**config.mk**
```make
export PLATFORM = sky130hd
export DESIGN_NAME = system_bus_ctrl
export DESIGN_NICKNAME = d
export VERILOG_FILES = /design/src/rtl/system_bus_ctrl.sv
export SDC_FILE = /design/constraint.sdc
export NUM_CORES = 1
export LEC_CHECK = 0
export ABC_AREA = 0
export CAP_MARGIN = 20
export CORE_MARGIN = 2
export CORE_UTILIZATION = 45
export DETAILED_ROUTE_END_ITERATION = 10
export PLACE_DENSITY = 0.75
export SLEW_MARGIN = 20
export SYNTH_ARGS = -nofsm -noshare
export SYNTH_HDL_FRONTEND = slang
export SYNTH_SLANG_ARGS = --single-unit
```
**constraint.sdc**
```tcl
create_clock -name clk -period 1.8 [get_ports clk]
set_input_delay 0.36 -clock clk [delete_from_list [all_inputs] [get_ports clk]]
set_output_delay 0.36 -clock clk [all_outputs]
set_load 0.005 [all_outputs]
```
**src/rtl/system_bus_ctrl.sv**
```systemverilog
// -----------------------------------------------------------------------------
// system_bus_ctrl
//
// Control unit for a small accumulator CPU. It sequences instruction fetch,
// operand fetch and execute over a shared system bus. It also waits on a
// memory handshake and gives up with a bus error if memory stalls too long.
//
// Parameters
//   TIMEOUT   maximum number of stalled cycles tolerated in a memory wait
//
// Ports
//   clk       clock, all state changes on the rising edge
//   rst_n     asynchronous active-low reset
//   opcode    IR opcode field, meaningful from DEC onward
//   z_flag    accumulator-zero flag (conditional jump)
//   mem_ready memory completes the current read/write this cycle
//   bus_sel   system bus mux select: 0 PCBUS, 1 DRBUS, 2 MEMBUS
//   ar_ld, pc_ld, pc_inc, dr_ld, ir_ld, ac_ld, mem_rd, mem_wr
//             register / memory strobes
//   alu_op    0 PASS, 1 ADD, 2 AND
//   halted    HALT executed, held until reset
//   bus_err   memory wait timed out, held until reset
// -----------------------------------------------------------------------------
module system_bus_ctrl #(
    parameter int TIMEOUT = 15
) (
    input  logic       clk,
    input  logic       rst_n,
    input  logic [3:0] opcode,
    input  logic       z_flag,
    input  logic       mem_ready,
    output logic [1:0] bus_sel,
    output logic       ar_ld,
    output logic       pc_ld,
    output logic       pc_inc,
    output logic       dr_ld,
    output logic       ir_ld,
    output logic       ac_ld,
    output logic       mem_rd,
    output logic       mem_wr,
    output logic [1:0] alu_op,
    output logic       halted,
    output logic       bus_err
);

    localparam int CW = (TIMEOUT < 1) ? 1 : $clog2(TIMEOUT + 1);

    localparam logic [3:0] OPC_NOP  = 4'd0;
    localparam logic [3:0] OPC_LDAC = 4'd1;
    localparam logic [3:0] OPC_STAC = 4'd2;
    localparam logic [3:0] OPC_ADD  = 4'd3;
    localparam logic [3:0] OPC_AND  = 4'd4;
    localparam logic [3:0] OPC_JUMP = 4'd5;
    localparam logic [3:0] OPC_JMPZ = 4'd6;
    localparam logic [3:0] OPC_HALT = 4'd7;

    typedef enum logic [3:0] {
        F1, F2, DEC, OP1, OP2, OP3, EX1, EX2, ST1, HLT, ERR
    } state_t;

    state_t          state_reg, state_next;
    logic [CW-1:0]   wait_cnt_reg, wait_cnt_next;
    logic            timed_out;

    assign timed_out = (wait_cnt_reg == CW'(TIMEOUT));

    always_ff @(posedge clk or negedge rst_n) begin
        if (!rst_n) begin
            state_reg    <= F1;
            wait_cnt_reg <= '0;
        end else begin
            state_reg    <= state_next;
            wait_cnt_reg <= wait_cnt_next;
        end
    end

    always_comb begin
        state_next    = state_reg;
        wait_cnt_next = wait_cnt_reg;
        bus_sel       = 2'd0;
        ar_ld         = 1'b0;
        pc_ld         = 1'b0;
        pc_inc        = 1'b0;
        dr_ld         = 1'b0;
        ir_ld         = 1'b0;
        ac_ld         = 1'b0;
        mem_rd        = 1'b0;
        mem_wr        = 1'b0;
        alu_op        = 2'd0;
        halted        = 1'b0;
        bus_err       = 1'b0;

        // Decode is gated by rst_n so nothing leaks out of the F1 decode
        // while reset is held low.
        if (rst_n) begin
            unique case (state_reg)
                F1, OP1: begin
                    bus_sel    = 2'd0;
                    ar_ld      = 1'b1;
                    state_next = (state_reg == F1) ? F2 : OP2;
                end
                F2, OP2, EX1: begin
                    bus_sel = 2'd2;
                    mem_rd  = 1'b1;
                    if (mem_ready) begin
                        dr_ld  = 1'b1;
                        ir_ld  = (state_reg == F2);
                        pc_inc = (state_reg != EX1);
                        state_next = (state_reg == F2)  ? DEC :
                                     (state_reg == OP2) ? OP3 : EX2;
                    end else if (timed_out) begin
                        state_next = ERR;
                    end
                end
                DEC: begin
                    if (opcode == OPC_NOP || opcode[3])
                        state_next = F1;
                    else if (opcode == OPC_HALT)
                        state_next = HLT;
                    else
                        state_next = OP1;
                end
                OP3: begin
                    bus_sel    = 2'd1;
                    state_next = F1;
                    case (opcode)
                        OPC_JUMP: pc_ld = 1'b1;
                        OPC_JMPZ: pc_ld = z_flag;
                        OPC_LDAC, OPC_ADD, OPC_AND: begin
                            ar_ld      = 1'b1;
                            state_next = EX1;
                        end
                        OPC_STAC: begin
                            ar_ld      = 1'b1;
                            state_next = ST1;
                        end
                        default: state_next = F1;
                    endcase
                end
                EX2: begin
                    bus_sel    = 2'd1;
                    ac_ld      = 1'b1;
                    alu_op     = (opcode == OPC_ADD) ? 2'd1 :
                                 (opcode == OPC_AND) ? 2'd2 : 2'd0;
                    state_next = F1;
                end
                ST1: begin
                    bus_sel = 2'd0;
                    mem_wr  = 1'b1;
                    if (mem_ready)
                        state_next = F1;
                    else if (timed_out)
                        state_next = ERR;
                end
                HLT: halted  = 1'b1;
                ERR: bus_err = 1'b1;
                default: state_next = F1;
            endcase

            // Count stalled cycles in the memory-wait states, saturating.
            if ((state_reg == F2 || state_reg == OP2 || state_reg == EX1 ||
                 state_reg == ST1) && !mem_ready && wait_cnt_reg != '1)
                wait_cnt_next = wait_cnt_reg + CW'(1);

            // Any state change starts the next wait from zero.
            if (state_next != state_reg)
                wait_cnt_next = '0;
        end
    end

endmodule
```
* Word level (Yosys, flattened, before mapping) *
Cells that the tools add are included.

word-level totals
  bits in registers = 8
  bits of input ports = 8
  logic and storage cells = 85

cells by class
  add/subtract/negate cells = 1
  equal/unequal tests = 21
  muxes and demuxes = 44
  reduce and logical (&&, ||, !) cells = 17

operators with widths
  cell                                                                    count
  4-bit by 3-bit equality test with 1-bit output (second input constant)  8
  4-bit two-way mux                                                       8
  4-bit case mux with 6 select lines                                      1
  1-bit two-way mux                                                       23
  4-bit by 2-bit equality test with 1-bit output (second input constant)  4
  4-bit equality test (second input constant)                             4
  2-bit two-way mux                                                       6
  4-bit by 1-bit equality test with 1-bit output (second input constant)  2
  4-bit logical NOT                                                       2
  4-bit case mux with 2 select lines                                      1
  3-bit two-way mux                                                       2
  2-bit OR reduction                                                      3
  3-bit OR reduction                                                      2
  4-bit by 1-bit adder with 4-bit output (second input constant)          1
  1-bit logical OR                                                        4
  4-bit by 3-bit != test with 1-bit output (second input constant)        1
  4-bit != test                                                           1
  4-bit != test (second input constant)                                   1
  1-bit case mux with 2 select lines                                      2
  2-bit case mux with 2 select lines                                      1
  4-bit OR reduction                                                      1
  1-bit logical AND                                                       2
  2-bit AND reduction                                                     1
  2-bit nonzero test                                                      1
  1-bit logical NOT                                                       1

* Depth between registers and ports, before layout *
Gate-level depths: netlist (run 1).

  depth after elaboration = 9
  depth in mapped cells = 8
  mapped depth without buffers = 7

* Worst setup path after synthesis (run 1) *
Ideal clock, no wire load.

  path kind = input to register
  start point = input port opcode[1]
  end point = register wait_cnt_reg[3]
  data arrival time = 1876 ps
  required time = 1718 ps
  setup slack = -158 ps
  cell stages on the path = 6
  buffers on the path = 1
  cell sequence = buf_2 > o311a_1 > o31ai_2 > o2111ai_1 > or4_1 > a31oi_1

on the way
  cells in the longest elaborated chain, start to end = 8

ends and longest elaborated chain
  what                                                                          line      RTL
  start: declaration                                                            29        input logic [3:0] opcode,
  4-bit by 2-bit equality test with 1-bit output, or another cell as far along  126       case (opcode)
  3-bit OR reduction, or another cell as far along                              --
  4-bit case mux with 2 select lines or 4-bit two-way mux (tied branches)       126, 116
  4-bit case mux with 6 select lines *                                          96        unique case (state_reg)
  4-bit two-way mux *                                                           95        if (rst_n) begin
  4-bit != test *                                                               166       if (state_next != state_reg)
  2-bit nonzero test (no source line)                                           --
  2-bit AND reduction (no source line)                                          --
  end signal: assignment                                                        73        wait_cnt_reg <= wait_cnt_next;
  end: declaration                                                              62        logic [CW-1:0] wait_cnt_reg, wait_cnt_next;

Every way passes the cells marked *; elsewhere a longest branch is shown, timed or not. The select of a mux whose other input is x is not followed.
A chain may end at the register's enable or synchronous reset.

* Worst setup path in the final report (run 1) *
  start point = register state_reg[3]
  end point = register wait_cnt_reg[3]

on the way
  cells in the longest elaborated chain, start to end = 9

ends and longest elaborated chain
  what                                            line          RTL
  start: declaration                              61            state_t state_reg, state_next;
  start signal: assignment                        72            state_reg <= state_next;
  4-bit by 3-bit equality test with 1-bit output  96, 110, 161
  2-bit two-way mux                               110           (state_reg == OP2) ? OP3 : EX2;
  3-bit two-way mux                               109           state_next = (state_reg == F2) ? DEC :
  4-bit two-way mux                               105           if (mem_ready) begin
  4-bit case mux with 6 select lines              96
  4-bit two-way mux                               95
  4-bit != test                                   166
  2-bit nonzero test (no source line)             --
  2-bit AND reduction (no source line)            --

Parallel ways exist; a longest one is shown, timed or not. The select of a mux whose other input is x is not followed.

==> results of run 1 <==
critical path, stage by stage, from the launching register on:
cell	delay (ns)
dfrtp_2	0.47
buf_6	0.13
buf_4	0.12
nand2b_4	0.07
buf_4	0.14
a21o_1	0.21
and3_1	0.22
or4_1	0.57
a31oi_1	0.25
worst paths after layout:
check	start	endpoint	slack (ns)	depth (start not counted)
worst max-delay path	state_reg[3]	wait_cnt_reg[3]	-0.48	8
worst min-delay path	rst_n	state_reg[2]	0.35	3
worst max register to register	state_reg[3]	wait_cnt_reg[3]	-0.48	8
worst min register to register	wait_cnt_reg[1]	wait_cnt_reg[1]	0.69	2
max in group asynchronous	rst_n	state_reg[1]	1.26	4
min in group clk	wait_cnt_reg[1]	wait_cnt_reg[1]	0.69	2
layout make-up:
cell class	count	area share (%)
Tap cell	27	1.77
Clock buffer	3	1.18
Sequential cell	8	10.7
Multi-Input combinational cell	106	47.2
Timing Repair Buffer	90	37.9
Inverter	6	1.24
power by group through the flow:
stage / sequential (uW) / combinational, uW / clock, uW
finish: 357 / 1910 / 149
detailed placement: 304 / 1130 / 0
global route: 356 / 1970 / 154
floorplan: 264 / 632 / 0
CTS: 339 / 1460 / 139
global placement: 300 / 1100 / 0
cells in the mapped netlist, drive strengths merged, types with 2 or more instances:
library cell  count  area share [%]
and3              2             1.3
o21ai             3             1.5
nor4              7             5.1
a21oi             8             4.1
clkbuf            4             1.5
nor3b             5             3.8
nand2b            8             5.1
nor3              9             4.6
nor2             13             4.9
nor2b             5             3.2
inv               5             1.9
buf               8             6.5
xnor2             3             2.7
nand3             5             2.5
or3b              2             1.8
nand2             6             2.3
o31ai             2             2.0
dfrtp             8              20
a211o             2             1.8
a31oi             6             3.8
o2bb2ai           2             2.4
kinds of logic (layout without fill, tap and decap cells):
group | Yosys count | after routing | synth area share [%]
AOI/OAI and AO/OA | 34 | 34 | 26.0
buffers and inverters | 18 | 99 | 10.3
xor gates and xnor gates | 3 | 3 | 2.66
and+or+nand+nor | 67 | 67 | 38.5
muxes | 1 | 1 | 1.01
adders and majority gates | 1 | 1 | 1.27
DFF | 8 | 8 | 20.3
routing by layer:
metal  GRT usage [%]  up-vias  share of wire (%)
li1                -      659                  -
met1            47.2      724                 33
met2            61.0      173                 46
met3            7.60       70                 13
met4            5.41        0                8.6
met5               0        -                  0
what timing repair did:
| item | 4_1_cts | 5_1_grt |
|---|---|---|
| buffers inserted | 14 | 10 |
| hold buffers | 0 | 0 |
| pin swaps | 15 | 13 |
| setup endpoints to repair | 20 | 21 |
| gates resized for setup | 110 | 26 |
cell usage in the layout, fill, tap and decap left out, types with 3 or more instances in the layout:
cell type	synthesis	final
buf_4	2	52
buf_6	3	19
buf_2	3	11
nor2_1	13	9
a21oi_1	8	6
nand2_1	6	5
nor4_2	1	5
a31oi_1	6	5
nand2b_4	0	4
nand2b_1	8	4
nor3_2	0	4
nor2_2	0	4
nand3_1	5	4
dfrtp_2	0	4
dfrtp_1	8	4
inv_1	5	3
nor3b_1	5	3
nor3_1	9	3
clkbuf_4	0	3
dlygate4sd2_1	0	3
clkbuf_2	0	3
metrics by stage:
stage	instances	TNS, ns	utilization [%]
global placement	215	-9.99	74.8
CTS	231	-1.42	88.4
floorplan	132	-0.200	-
global route	240	-5.12	94.6
detailed placement	215	-10.86	74.8
finish	240	-4.26	94.6
==> results.md, run 1 <==
* Routed wire length at 5780 um
* Placed Area at 1510 um2
* Largest net degree at the start of global routing at 15
* RSZ-0062 raised after global routing: yes
* Hpwl dp at 2450 um
* Relative slew slack at 75.1%
* Worst Skew at 0.00396 ns
* Yosys warnings at 0
* Cell Rows at 16
* Crit Path Max Fanout at 5
* CTS tree: done
* Final worst path period share at 126%
* Port bufs at 21
* Most frequently used flop master after synthesis: dfrtp_1
* TritonCTS Buffers at 3
* Clock group share of total power at 6.2%
* Yosys reg bits at 8
* Max Cap Violations at 0
* Critical path type: reg2reg
* Asr flop ratio synth at 100%
* CP required at 1.96 ns
* DRC viols at 0
* Core Region at 2020 um2
* Clock-pin slew on the worst setup and hold paths at 0.06 ns
* Lkg Pwr at 0.000884 uW
* Ant. Diodes at 0
* Total grt overflow at 0
* Register area share after synthesis at 20.3%
* Comb power frac at 79.1%
* Die Wd at 50.8 um
* Final Wtd Congestion at 0.990
* Initial Utilization at 48.8%
* Period minus WS final at 2.28 ns
* Status: finished with violations
* Fin. Hold Viols at 0
* Num ports at 22
* Post-Syn Area at 987 um2
* Multi-input logic area at 902 um2
* Via Count at 1626
* Hold Path Class: in2async
* Max Freq at 439 MHz
* GRT Total Usage at 35.6%
* Clock sinks at 8
* Yosys cell types at 46
* Vias per inst at 6.78
* Peak supply drop at 1.18 mV
* Initial DRC count at 185
* Worst skew pair latency at 0.26 ns
* Die ar. at 2580 um2
* Net Count, Synth at 141
* Sw power at 1090 uW
* Clk buf depth at 2
* Worst setup SP type: register
* Syn Area/Cell at 7.48 um2
* DR pass1 iterations at 4
* Failing checks: setup timing
* Sequential Area at 205 um2
* Setup violators final at 20
* H-tree level count at 1
* Crit. End Element: register
* Routed Antenna Nets at 0
* Fin worst setup slack at -0.476 ns
* Layout area overhead at 93.8%
* Switching Share at 45.0%
* Internal Power at 1330 uW
* Gate Count Post-Synth at 132
* Pre-CTS setup slack at -0.758 ns
* PD cells at 1260 nW/um2
* Reg power frac at 14.8%
* Layout cells sized above 1 at 63.4%
* Final Max Slew Viols at 0
* Initial antenna violation count at 0
* Fillers at 65
* First-pass GRT wire length at 6800 um
* Min Hold Slack at 0.346 ns
* Die H at 50.8 um
* Post-synth EDFFs at 0
* Fin area at 1910 um2
* Nets@finish at 224
* Worst-margin pin slew at 0.370 ns
* Pwr Total at 2420 uW
* Drt wl/cell at 24.1 um
* Root Buffer: clkbuf_4
* Number of global-route vias before repair at 1388
* Crit path DAT at 2.44 ns
Note: power is estimated with default switching activity, not from simulation.
==> run 2, diff against run 1 <==
--- a/config.mk
+++ b/config.mk
@@ -6,7 +6,6 @@
 export NUM_CORES = 1
 export LEC_CHECK = 0
 export ABC_AREA = 0
-export CAP_MARGIN = 20
 export CORE_MARGIN = 2
 export CORE_UTILIZATION = 45
 export DETAILED_ROUTE_END_ITERATION = 10
@@ -15,3 +14,4 @@
 export SYNTH_ARGS = -nofsm -noshare
 export SYNTH_HDL_FRONTEND = slang
 export SYNTH_SLANG_ARGS = --single-unit
+export TNS_END_PERCENT = 50
==> run 2 against run 1 <==
The flow now stops in global routing. Synthesized cell count is the same. Synthesized area is the same.
==> results.md, run 2 <==
* Syn Area/Cell at 7.48 um2 (unchanged)
* Most frequently used flop master after synthesis: dfrtp_1
* Net Count, Synth at 141 (unchanged)
* Asr flop ratio synth at 100% (unchanged)
* Port bufs at 21 (unchanged)
* Post-synth EDFFs at 0 (unchanged)
* Yosys warnings at 0 (unchanged)
* WEP type: register data pin
* Root Buffer: clkbuf_4
* Largest net degree at the start of global routing at 13
* Err: [ERROR DPL-0038] Utilization greater than 100%, impossible to legalize
* Stopped at: global routing
* Post-Place Cells at 218 (+1.4%)
* Post-Syn Area at 987 um2 (unchanged)
* Cell Rows at 16 (unchanged)
* Gate Count Post-Synth at 132 (unchanged)
* Yosys cell types at 46 (unchanged)
* H-tree level count at 1 (unchanged)
* Yosys reg bits at 8 (unchanged)
* Top cell type's share of synthesized area at 20.3% (unchanged)
* Clock sinks at 8 (unchanged)
* Synth area leaders: dfrtp_1 20%, nand2b_1 5.1%, nor2_1 4.9%
* Worst endpoint, post-GRT repair: wait_cnt_reg[3]$_DFFE_PN0P_/D
* Clk buf depth at 2 (unchanged)
* Num ports at 22 (unchanged)
* TritonCTS Buffers at 3 (unchanged)
* Status: aborted with a tool error
* Synth top cells by count: 13 x nor2_1, 9 x nor3_1, 8 x a21oi_1, 8 x dfrtp_1, 8 x nand2b_1
* Die H at 50.8 um (unchanged)
* Register area share after synthesis at 20.3% (unchanged)
* Count leader, synth: nor2_1
* Final Wtd Congestion at 0.850 (-14%)
* Dominant cell type by area after synthesis: dfrtp_1
* Hpwl dp at 2560 um (+4.4%)
* Initial Utilization at 48.8% (unchanged)
* Die Wd at 50.8 um (unchanged)
==> run 2: repair_timing <==
| action | CTS |
|---|---|
| endpoints found under the setup margin | 21 |
| buffers inserted | 17 |
| hold buffers | 0 |
| gates resized for setup | 93 |
| pin swaps | 14 |
==> run 2: logic make-up after synthesis <==
group                      synth area share, %
adders and majority gates                 1.27
muxes                                     1.01
DFF                                       20.3
AOI/OAI and AO/OA                         26.0
and+or+nand+nor                           38.5
xor gates and xnor gates                  2.66
buffers and inverters                     10.3
==> run 2: metrics by stage <==
stage	instance area [um2]	setup TNS, ns	worst slack [ns]
floorplan	993	-0.154	-0.145
global placement	1530	-10.08	-0.699
detailed placement	1530	-10.68	-0.745
CTS	1790	-1.72	-0.296
==> run 3, diff against run 2 <==
--- a/config.mk
+++ b/config.mk
@@ -6,10 +6,10 @@
 export NUM_CORES = 1
 export LEC_CHECK = 0
 export ABC_AREA = 0
-export CORE_MARGIN = 2
-export CORE_UTILIZATION = 45
+export CORE_AREA = 2 2 63 65
 export DETAILED_ROUTE_END_ITERATION = 10
-export PLACE_DENSITY = 0.75
+export DIE_AREA = 0 0 65 67
+export PLACE_DENSITY_LB_ADDON = 0.15
 export SLEW_MARGIN = 20
 export SYNTH_ARGS = -nofsm -noshare
 export SYNTH_HDL_FRONTEND = slang
==> constraint.sdc (replaced) <==
create_clock -name clk -period 2.35 [get_ports clk]
set_input_delay 0.47 -clock clk [delete_from_list [all_inputs] [get_ports clk]]
set_output_delay 0.47 -clock clk [all_outputs]
set_load 0.005 [all_outputs]
==> run 3 against run 2 <==
The run now ends clean.
==> results.md, run 3 (synthesis gave the netlist of run 1 again) <==
* Setup violators final at 0
* Initial DRC count at 41
* Worst Skew at 0.00281 ns
* Relative slew slack at 73.9%
* Core Region at 3610 um2
* H-tree level count at 1 (unchanged)
* Final Max Slew Viols at 0
* Post-Layout Cell Count at 230
* Period minus WS final at 2.28 ns
* Clock sinks at 8 (unchanged)
* CP required at 1.88 ns
* Routed wire length at 3150 um
* Crit path DAT at 1.81 ns
* Number of global-route vias before repair at 1069
* Lkg Pwr at 0.000685 uW
* Final Wtd Congestion at 0.827 (-2.8%)
* Via Count at 1166
* Ant. Diodes at 0
* Sequential Area at 204 um2
* Total grt overflow at 0
* Commonest non-fill, non-tap cell in the layout: buf_4
* GRT Total Usage at 15.8%
* Hpwl dp at 2480 um (-3.2%)
* Port bufs at 21 (unchanged)
* Initial Utilization at 27.4% (-21 points)
* Fin worst setup slack at 0.0664 ns
* TritonCTS Buffers at 3 (unchanged)
* Fin. Hold Viols at 0
* Peak supply drop at 0.297 mV
* Hold Path Class: in2async
* Die ar. at 4360 um2
* Post-Place Cells at 222 (+1.8%)
* Clock-pin slew on the worst setup and hold paths at 0.04 ns
* Max Freq at 438 MHz
* Vias per inst at 5.07
* Root Buffer: clkbuf_8
* Fillers at 363
* Final worst path period share at 97.2%
* DR pass1 iterations at 4
* Routed Antenna Nets at 0
* R2r startpoint: state_reg[1]
* Layout area overhead at 60.3%
* CTS tree: done
* Die Wd at 65 um (+28%)
* Worst-margin pin slew at 0.388 ns
* Pre-CTS setup slack at -0.407 ns (+0.338 ns)
* Max Cap Violations at 0
* Crit. End Element: output pin
* RSZ-0062 raised after global routing: yes
* Nets@finish at 193
* Crit Path Max Fanout at 8
* Most frequent cells in the layout: 37 x buf_4, 12 x clkdlybuf4s50_1, 11 x nor2_1, 8 x nor3_1, 8 x a21oi_1
* Worst setup SP type: register
* Worst skew pair latency at 0.23 ns
* Layout cells sized above 1 at 36.8%
* Drt wl/cell at 13.7 um
* Critical path type: reg2out
* Multi-input logic area at 764 um2
* Clk buf depth at 2 (unchanged)
* DRC viols at 0
* Num ports at 22 (unchanged)
* First-pass GRT wire length at 5270 um
* Cell Rows at 22 (+6)
* Crit path launch: state_reg[2]
* Fin area at 1580 um2
* PD cells at 767 nW/um2
* Initial antenna violation count at 0
* Largest net degree at the start of global routing at 11
* Placed Area at 1430 um2 (-7.0%)
* Die H at 67 um (+32%)
* Status: complete, no violations
run 3: layer usage:
layer / up-vias / global-route usage, % / part of all wire, %
met1: 536 / 20.8 / 45
met3: 3 / 3.72 / 5.5
met4: 0 / 2.39 / 0.29
met2: 36 / 26.8 / 49
met5: - / 0 / 0
li1: 591 / - / -
run 3: worst max-delay path, cell delays in order, from the launching register on:
cell and delay [ns]:
dfrtp_2 0.47, buf_4 0.18, inv_1 0.08, nand3_1 0.13, nor3_1 0.18, clkdlybuf4s50_1 0.53
run 3: per-stage QoR:
step / hold WS, ns / TNS, ns / util (%) / power [uW]
after floorplan: 0.174 / 0 / - / 676
after global placement: 0.539 / -4.04 / 39.6 / 965
after detailed placement: 0.543 / -4.02 / 39.6 / 966
after CTS: 0.505 / -0.000445 / 42.5 / 1170
after global routing: 0.557 / -0.0136 / 43.9 / 1310
final: 0.531 / 0 / 43.9 / 1210
run 3: layout make-up:
| class | count | share of cell area, % |
|---|---|---|
| tap | 48 | 3.79 |
| multi-input combinational | 106 | 48.3 |
| clock buffer | 3 | 2.61 |
| timing repair buffer | 59 | 31.0 |
| inverter | 6 | 1.42 |
| sequential | 8 | 12.9 |
run 3: power by group:
part	total, uW	switching [uW]	internal (uW)
clock	170	58.4	111
combinational	803	390	412
sequential	241	64.0	177
run 3: path summary, 6_finish.rpt:
check | endpoint | slack [ns] | depth (start not counted)
worst min register to register | wait_cnt_reg[1] | 0.55 | 1
worst min-delay path | state_reg[0] | 0.53 | 4
worst max register to register | wait_cnt_reg[3] | 0.14 | 7
max in group asynchronous | state_reg[1] | 1.51 | 5
worst max-delay path | mem_wr | 0.07 | 5
min in group clk | wait_cnt_reg[1] | 0.55 | 1
run 3: repair_timing:
action	4_1_cts	5_1_grt
hold buffers	0	0
pin swaps	1	2
endpoints found under the setup margin	16	8
gates resized for setup	21	14
setup buffers	4	1
